--- src/rtl/freq_meter_pkg.sv ---
// freq_meter_pkg
//   Shared types and constants for the period meter.
//   - fm_state_t        : measurement FSM states (IDLE, ARMED, STALLED)
//   - FM_CNT_W_DEF      : default period counter width
//   - FM_MAX_PERIOD_DEF : default stall timeout in clk_in cycles
//   - FM_AVG_DEPTH      : number of periods averaged when FREQ_METER_AVG_EN is defined
//   - FM_AVG_LOG2       : log2 of FM_AVG_DEPTH, used as the averaging shift
package freq_meter_pkg;

    typedef enum logic [1:0] {
        IDLE    = 2'd0,
        ARMED   = 2'd1,
        STALLED = 2'd2
    } fm_state_t;

    localparam int FM_CNT_W_DEF      = 16;
    localparam int FM_MAX_PERIOD_DEF = 60000;
    localparam int FM_AVG_DEPTH      = 4;
    localparam int FM_AVG_LOG2       = 2;

endpackage

--- src/rtl/sync_edge_det.sv ---
// sync_edge_det
//   Brings an asynchronous square wave into the clk_in domain through a
//   SYNC_STAGES-deep flop chain, keeps one history flop of the synchronised
//   value and emits a registered single-cycle pulse on each 0->1 transition.
//   Latency from a sig_in transition to rise_pulse is SYNC_STAGES+1 cycles.
// Ports:
//   clk_in     in   system clock
//   reset      in   synchronous, active-high reset
//   sig_in     in   asynchronous input
//   rise_pulse out  one-cycle pulse per detected rising edge
module sync_edge_det
    import freq_meter_pkg::*;
#(
    parameter int SYNC_STAGES = 2
) (
    input  logic clk_in,
    input  logic reset,
    input  logic sig_in,
    output logic rise_pulse
);

    logic [SYNC_STAGES-1:0] sync_p0;
    logic                   hist_p1;

    always_ff @(posedge clk_in) begin
        if (reset) begin
            sync_p0    <= '0;
            hist_p1    <= 1'b0;
            rise_pulse <= 1'b0;
        end else begin
            // synchroniser stage
            sync_p0    <= {sync_p0[SYNC_STAGES-2:0], sig_in};
            // history / edge stage
            hist_p1    <= sync_p0[SYNC_STAGES-1];
            rise_pulse <= sync_p0[SYNC_STAGES-1] & ~hist_p1;
        end
    end

endmodule

--- src/rtl/freq_meter.sv ---
// freq_meter
//   Measures the period of a slow external square wave in clk_in cycles.
//   Each completed period (rising edge to rising edge) is published on
//   period_out with a one-cycle period_valid strobe. If no edge arrives within
//   MAX_PERIOD cycles the meter enters STALLED and raises stalled; the interval
//   that ends a stall is discarded.
//   Build option FREQ_METER_AVG_EN: period_out becomes the truncated mean of
//   the last 4 periods, and strobes are held back until 4 periods have been
//   collected since IDLE, STALLED or reset.
// Ports:
//   clk_in       in   system clock (sole clock)
//   reset        in   synchronous, active-high reset
//   enable       in   measurement enable; low forces IDLE
//   sig_in       in   asynchronous square wave to measure
//   period_out   out  [CNT_W] last published period
//   period_valid out  one-cycle strobe when period_out updates
//   stalled      out  high while no edge has arrived for MAX_PERIOD cycles
module freq_meter
    import freq_meter_pkg::*;
#(
    parameter int CNT_W       = FM_CNT_W_DEF,
    parameter int MAX_PERIOD  = FM_MAX_PERIOD_DEF,
    parameter int SYNC_STAGES = 2
) (
    input  logic             clk_in,
    input  logic             reset,
    input  logic             enable,
    input  logic             sig_in,
    output logic [CNT_W-1:0] period_out,
    output logic             period_valid,
    output logic             stalled
);

    localparam logic [CNT_W-1:0] MAX_CNT = CNT_W'(MAX_PERIOD);
    localparam logic [CNT_W-1:0] CNT_ONE = CNT_W'(1);

    function automatic logic [CNT_W-1:0] sat_inc(input logic [CNT_W-1:0] v);
        if (v >= MAX_CNT) begin
            return MAX_CNT;
        end
        return v + CNT_ONE;
    endfunction

    logic             rise_p0;
    fm_state_t        state_p0, state_p1;
    logic [CNT_W-1:0] cnt_p0, cnt_p1;
    logic [CNT_W-1:0] period_p0, period_p1;
    logic             vld_p0, vld_p1;
    logic             take_sample;
    logic             clear_hist;

    sync_edge_det #(
        .SYNC_STAGES(SYNC_STAGES)
    ) u_edge (
        .clk_in    (clk_in),
        .reset     (reset),
        .sig_in    (sig_in),
        .rise_pulse(rise_p0)
    );

`ifdef FREQ_METER_AVG_EN
    localparam int SUM_W = CNT_W + FM_AVG_LOG2;
    localparam int FILL_W = FM_AVG_LOG2 + 1;
    localparam logic [FILL_W-1:0] FILL_FULL = FILL_W'(FM_AVG_DEPTH);
    localparam logic [FILL_W-1:0] FILL_ONE  = FILL_W'(1);

    // Mean of the window; truncation is intended.
    function automatic logic [CNT_W-1:0] avg_div(input logic [SUM_W-1:0] s);
        return s[SUM_W-1:FM_AVG_LOG2];
    endfunction

    logic [FM_AVG_DEPTH-1:0][CNT_W-1:0] avg_hist_p0, avg_hist_p1;
    logic [SUM_W-1:0]                   sum_p0, sum_p1;
    logic [FILL_W-1:0]                  fill_p0, fill_p1;
`else
    logic unused_clear_hist;
    assign unused_clear_hist = clear_hist;
`endif

    always_comb begin
        state_p0    = state_p1;
        cnt_p0      = cnt_p1;
        period_p0   = period_p1;
        vld_p0      = 1'b0;
        take_sample = 1'b0;
        clear_hist  = 1'b0;

        if (!enable) begin
            state_p0   = IDLE;
            cnt_p0     = '0;
            clear_hist = 1'b1;
        end else begin
            case (state_p1)
                IDLE: begin
                    cnt_p0     = '0;
                    clear_hist = 1'b1;
                    if (rise_p0) begin
                        state_p0 = ARMED;
                        cnt_p0   = CNT_ONE;
                    end
                end
                ARMED: begin
                    // An edge in the same cycle the counter reaches the
                    // timeout is still a valid period.
                    if (rise_p0) begin
                        take_sample = 1'b1;
                        cnt_p0      = CNT_ONE;
                    end else if (cnt_p1 == MAX_CNT) begin
                        state_p0   = STALLED;
                        clear_hist = 1'b1;
                    end else begin
                        cnt_p0 = sat_inc(cnt_p1);
                    end
                end
                STALLED: begin
                    // The interval ending a stall is not a real period.
                    if (rise_p0) begin
                        state_p0 = ARMED;
                        cnt_p0   = CNT_ONE;
                    end
                end
                default: begin
                    state_p0 = IDLE;
                    cnt_p0   = '0;
                end
            endcase
        end

`ifdef FREQ_METER_AVG_EN
        avg_hist_p0 = avg_hist_p1;
        sum_p0      = sum_p1;
        fill_p0     = fill_p1;
        if (clear_hist) begin
            avg_hist_p0 = '0;
            sum_p0      = '0;
            fill_p0     = '0;
        end else if (take_sample) begin
            // Oldest entry is zero until the window fills, so the running sum
            // stays exact during warm-up.
            avg_hist_p0 = {avg_hist_p1[FM_AVG_DEPTH-2:0], cnt_p1};
            sum_p0      = sum_p1 + SUM_W'(cnt_p1) - SUM_W'(avg_hist_p1[FM_AVG_DEPTH-1]);
            if (fill_p1 != FILL_FULL) begin
                fill_p0 = fill_p1 + FILL_ONE;
            end
            if (fill_p0 == FILL_FULL) begin
                period_p0 = avg_div(sum_p0);
                vld_p0    = 1'b1;
            end
        end
`else
        if (take_sample) begin
            period_p0 = cnt_p1;
            vld_p0    = 1'b1;
        end
`endif
    end

    // state register
    always_ff @(posedge clk_in) begin
        if (reset) begin
            state_p1 <= IDLE;
        end else begin
            state_p1 <= state_p0;
        end
    end

    // counter / output register stage
    always_ff @(posedge clk_in) begin
        if (reset) begin
            cnt_p1    <= '0;
            period_p1 <= '0;
            vld_p1    <= 1'b0;
        end else begin
            cnt_p1    <= cnt_p0;
            period_p1 <= period_p0;
            vld_p1    <= vld_p0;
        end
    end

`ifdef FREQ_METER_AVG_EN
    // averaging window register stage
    always_ff @(posedge clk_in) begin
        if (reset) begin
            avg_hist_p1 <= '0;
            sum_p1      <= '0;
            fill_p1     <= '0;
        end else begin
            avg_hist_p1 <= avg_hist_p0;
            sum_p1      <= sum_p0;
            fill_p1     <= fill_p0;
        end
    end
`endif

    assign period_out   = period_p1;
    assign period_valid = vld_p1;
    assign stalled      = (state_p1 == STALLED);

endmodule

--- config.mk ---
export PLATFORM = sky130hd
export DESIGN_NAME = freq_meter
export DESIGN_NICKNAME = d
export VERILOG_FILES = /design/src/rtl/freq_meter_pkg.sv /design/src/rtl/sync_edge_det.sv /design/src/rtl/freq_meter.sv
export SDC_FILE = /design/constraint.sdc
export NUM_CORES = 1
export LEC_CHECK = 0
export BUFFER_PORTS_ARGS = -buffer_cell sky130_fd_sc_hd__buf_2
export CORE_AREA = 2 2 51 73
export DETAILED_ROUTE_END_ITERATION = 8
export DIE_AREA = 0 0 53 75
export GPL_TIMING_DRIVEN = 0
export PLACE_DENSITY_LB_ADDON = 0.1
export SLEW_MARGIN = 20
export SYNTH_ARGS = -nofsm -noshare
export SYNTH_HDL_FRONTEND = slang
export SYNTH_SLANG_ARGS = --single-unit
--- constraint.sdc ---
create_clock -name clk_in -period 2.2 [get_ports clk_in]
set_clock_uncertainty 0.1 [all_clocks]
set_input_delay 0.11 -clock clk_in [delete_from_list [all_inputs] [get_ports clk_in]]
set_output_delay 0.11 -clock clk_in [all_outputs]
set_load 0.05 [all_outputs]
==> impl_metrics.tcl <==
set metrics [dict create \
    synth_area_per_cell_um2 8.55 \
    hold_slack_ns 0.0707 \
    syn_inst 214 \
    timing.final.crit_share_pct 92.3 \
    wl_per_cell_um 15.2 \
    netlist_area_um2 1830 \
    final.min_clock_period_ns 2.03 \
    grt-ovfl-total 0 \
    remaining_drc_errors 0 \
    vias 1716 \
    seq_area_frac_synth_pct 42.7 \
    cts_root_buf "clkbuf_8" \
    vdd_drop_max_uv 596 \
    gp_congestion 0.882 \
    final_core_util_pct 65.2 \
    drive_above_1_share_pct 19.2 \
    ios 22 \
    synth_seq_cells 39 \
    die_area_um2 3980 \
    drt_first_pass_iters 4 \
    dieWidth_um 53 \
    final_cell_count_no_fill 285 \
    io_buffers 21 \
    crit_path_start_kind "flop" \
    clock-sinks 39 \
    required_ns 2.27 \
    clockBufferDepth 2 \
    finalMaxSlewViolations 0 \
    core_area_um2 3280 \
    rsz0062_at_grt "no" \
    synth_edf_count 0 \
    antenna_cells 0 \
    numCtsBuffers 5 \
    cts_tree "built" \
    grt_max_degree 13 \
    ys.warnings.count 0 \
    hold_viol 0 \
    min_path_type "in2reg" \
    clk_latency_ns 0.30 \
    p_total_mw 1.45 \
    synth-main-ff-cell "dfxtp_1" \
    end_kind "flop" \
    async_flop_share_pct 0 \
    grt_pass1_vias 1657 \
    design_area_um2 2140 \
    fillers 297 \
    relSlewSlack_pct 67.4 \
    synthToLayoutAreaGrowth_pct 17.1 \
    cts_htree_levels 2 \
    critPathArrivalTime_ns 2.10 \
    worst_slack_ns 0.169 \
    place_area_um2 1980 \
    grt_pass1_wl_um 7310 \
    drt-total-wl_um 4330 \
    post-place-ws_ns 0.152 \
    finalSetupViolCount 0 \
    final_common_cell "nand2_1" \
    crit_type "reg2reg" \
    clkTransAtPathRegs_ns 0.07 \
    groute.usage.overall_pct 25.3 \
    antenna_found_initial 0 \
    ys_types 49 \
    synth_area_leader_cell "dfxtp_1" \
    rows 25 \
    power.density_nw_per_um2 675 \
    dpl.cell_count 275 \
    dp_hpwl_um 3120 \
    setup_tns_ns 0 \
    p_leak_nw 0.800 \
    cap_violations 0 \
    start_util_pct 55.7 \
    drtAntennaViolNets 0 \
    outcome "finished, final reports clean" \
    layout.nets 250 \
    post_cts_buffers 0 \
    synth_area_leaders "dfxtp_1 43%, nand2_1 8.2%, a21oi_1 6.3%" \
    first_iter_violations 41 \
    die_y_um 75 \
    worstPathMaxFanout 7 \
    synth_top_area_share_pct 42.7 \
    fmax_mhz 492 \
    tightest_slew_ns 0.482 \
    final_cell_mix "40 x nand2_1, 39 x dfxtp_1, 24 x buf_2, 23 x a21oi_1, 10 x nor2_1" \
    synth_fp_nets 220 \
    vias_per_cell 6.02 \
]
registers in the layout, summed over array words and instances, names as in the netlist:
name               cells
cnt_p1                16
period_out            16
period_valid           1
state_p1               2
u_edge.hist_p1         1
u_edge.rise_pulse      1
u_edge.sync_p0         2
area by class of cell:
| cell class | instances | area (um2) | share of cell area (%) |
|---|---|---|---|
| multi-input cells | 160 | 978 | 45.7 |
| flip-flops and latches | 39 | 781 | 36.4 |
| repair buffers | 23 | 125 | 5.84 |
| clock buffers | 6 | 72.6 | 3.39 |
| clock inverters | 2 | 60.1 | 2.80 |
| plain buffers | 10 | 56.3 | 2.63 |
| well taps | 40 | 50.0 | 2.34 |
| inverters | 5 | 18.8 | 0.876 |
path summary, 6_finish.rpt:
path / start / endpoint / slack [ns] / cells past startpoint
worst max register to register: cnt_p1[0] / cnt_p1[12] / 0.17 / 7
worst min register to register: u_edge.hist_p1 / u_edge.rise_pulse / 0.29 / 1
worst max-delay path: cnt_p1[0] / cnt_p1[12] / 0.17 / 7
worst min-delay path: enable / state_p1[0] / 0.07 / 3
critical path, stage by stage (launching register included):
cell     delay [ns]
dfxtp_1        0.38
inv_1          0.09
ha_1           0.13
nor4b_1        0.41
nand4_1        0.30
nor3_2         0.27
or3_1          0.16
a21oi_1        0.06
routing by layer:
metal  global-route usage, %  wire (um)  vias to the layer above
met5                       0          0                        -
met1                    27.4       1690                      810
met4                    16.5        153                        0
li1                        -          -                      833
met3                    6.55        239                       14
met2                    43.1       2240                       59
logic make-up (layout without fill, tap and decap cells):
family / Yosys count / after routing / synth area share [%]
buffers and inverters: 15 / 46 / 4.10
multiplexers: 2 / 2 / 1.09
AO/OA/AOI/OAI: 60 / 60 / 22.2
AND/OR/NAND/NOR: 96 / 96 / 28.6
adder cells (fa/ha/maj): 2 / 2 / 1.37
flip-flops: 39 / 39 / 42.7
repair_timing:
item	4_1_cts	5_1_grt
endpoints found under the setup margin	0	2
hold buffers	2	0
endpoints found under the hold margin	3	0
resized for setup	0	1
report_power, final:
part           leakage (nW)  switching (mW)  total [mW]  internal [mW]
sequential            0.315         0.00168       0.710          0.708
clock                0.0654           0.250       0.704          0.453
combinational         0.420          0.0190      0.0317         0.0127
total                 0.800           0.271        1.45           1.17
cell usage after synthesis (all sizes together) (2+ instances only):
library cell	count
nand2	41
a311oi	2
a21o	2
and4	3
nand3	7
o31ai	2
nand2b	2
and3	2
and2	3
nor2b	9
o2bb2ai	3
mux2i	2
a31oi	2
o211ai	3
clkbuf	5
nand4	3
nor3	6
o22ai	2
inv	4
o21ai	7
dfxtp	39
or3	6
a22o	5
nor2	10
buf	5
ha	2
a21oi	24
No activity file was read; power rests on OpenSTA's default activity.
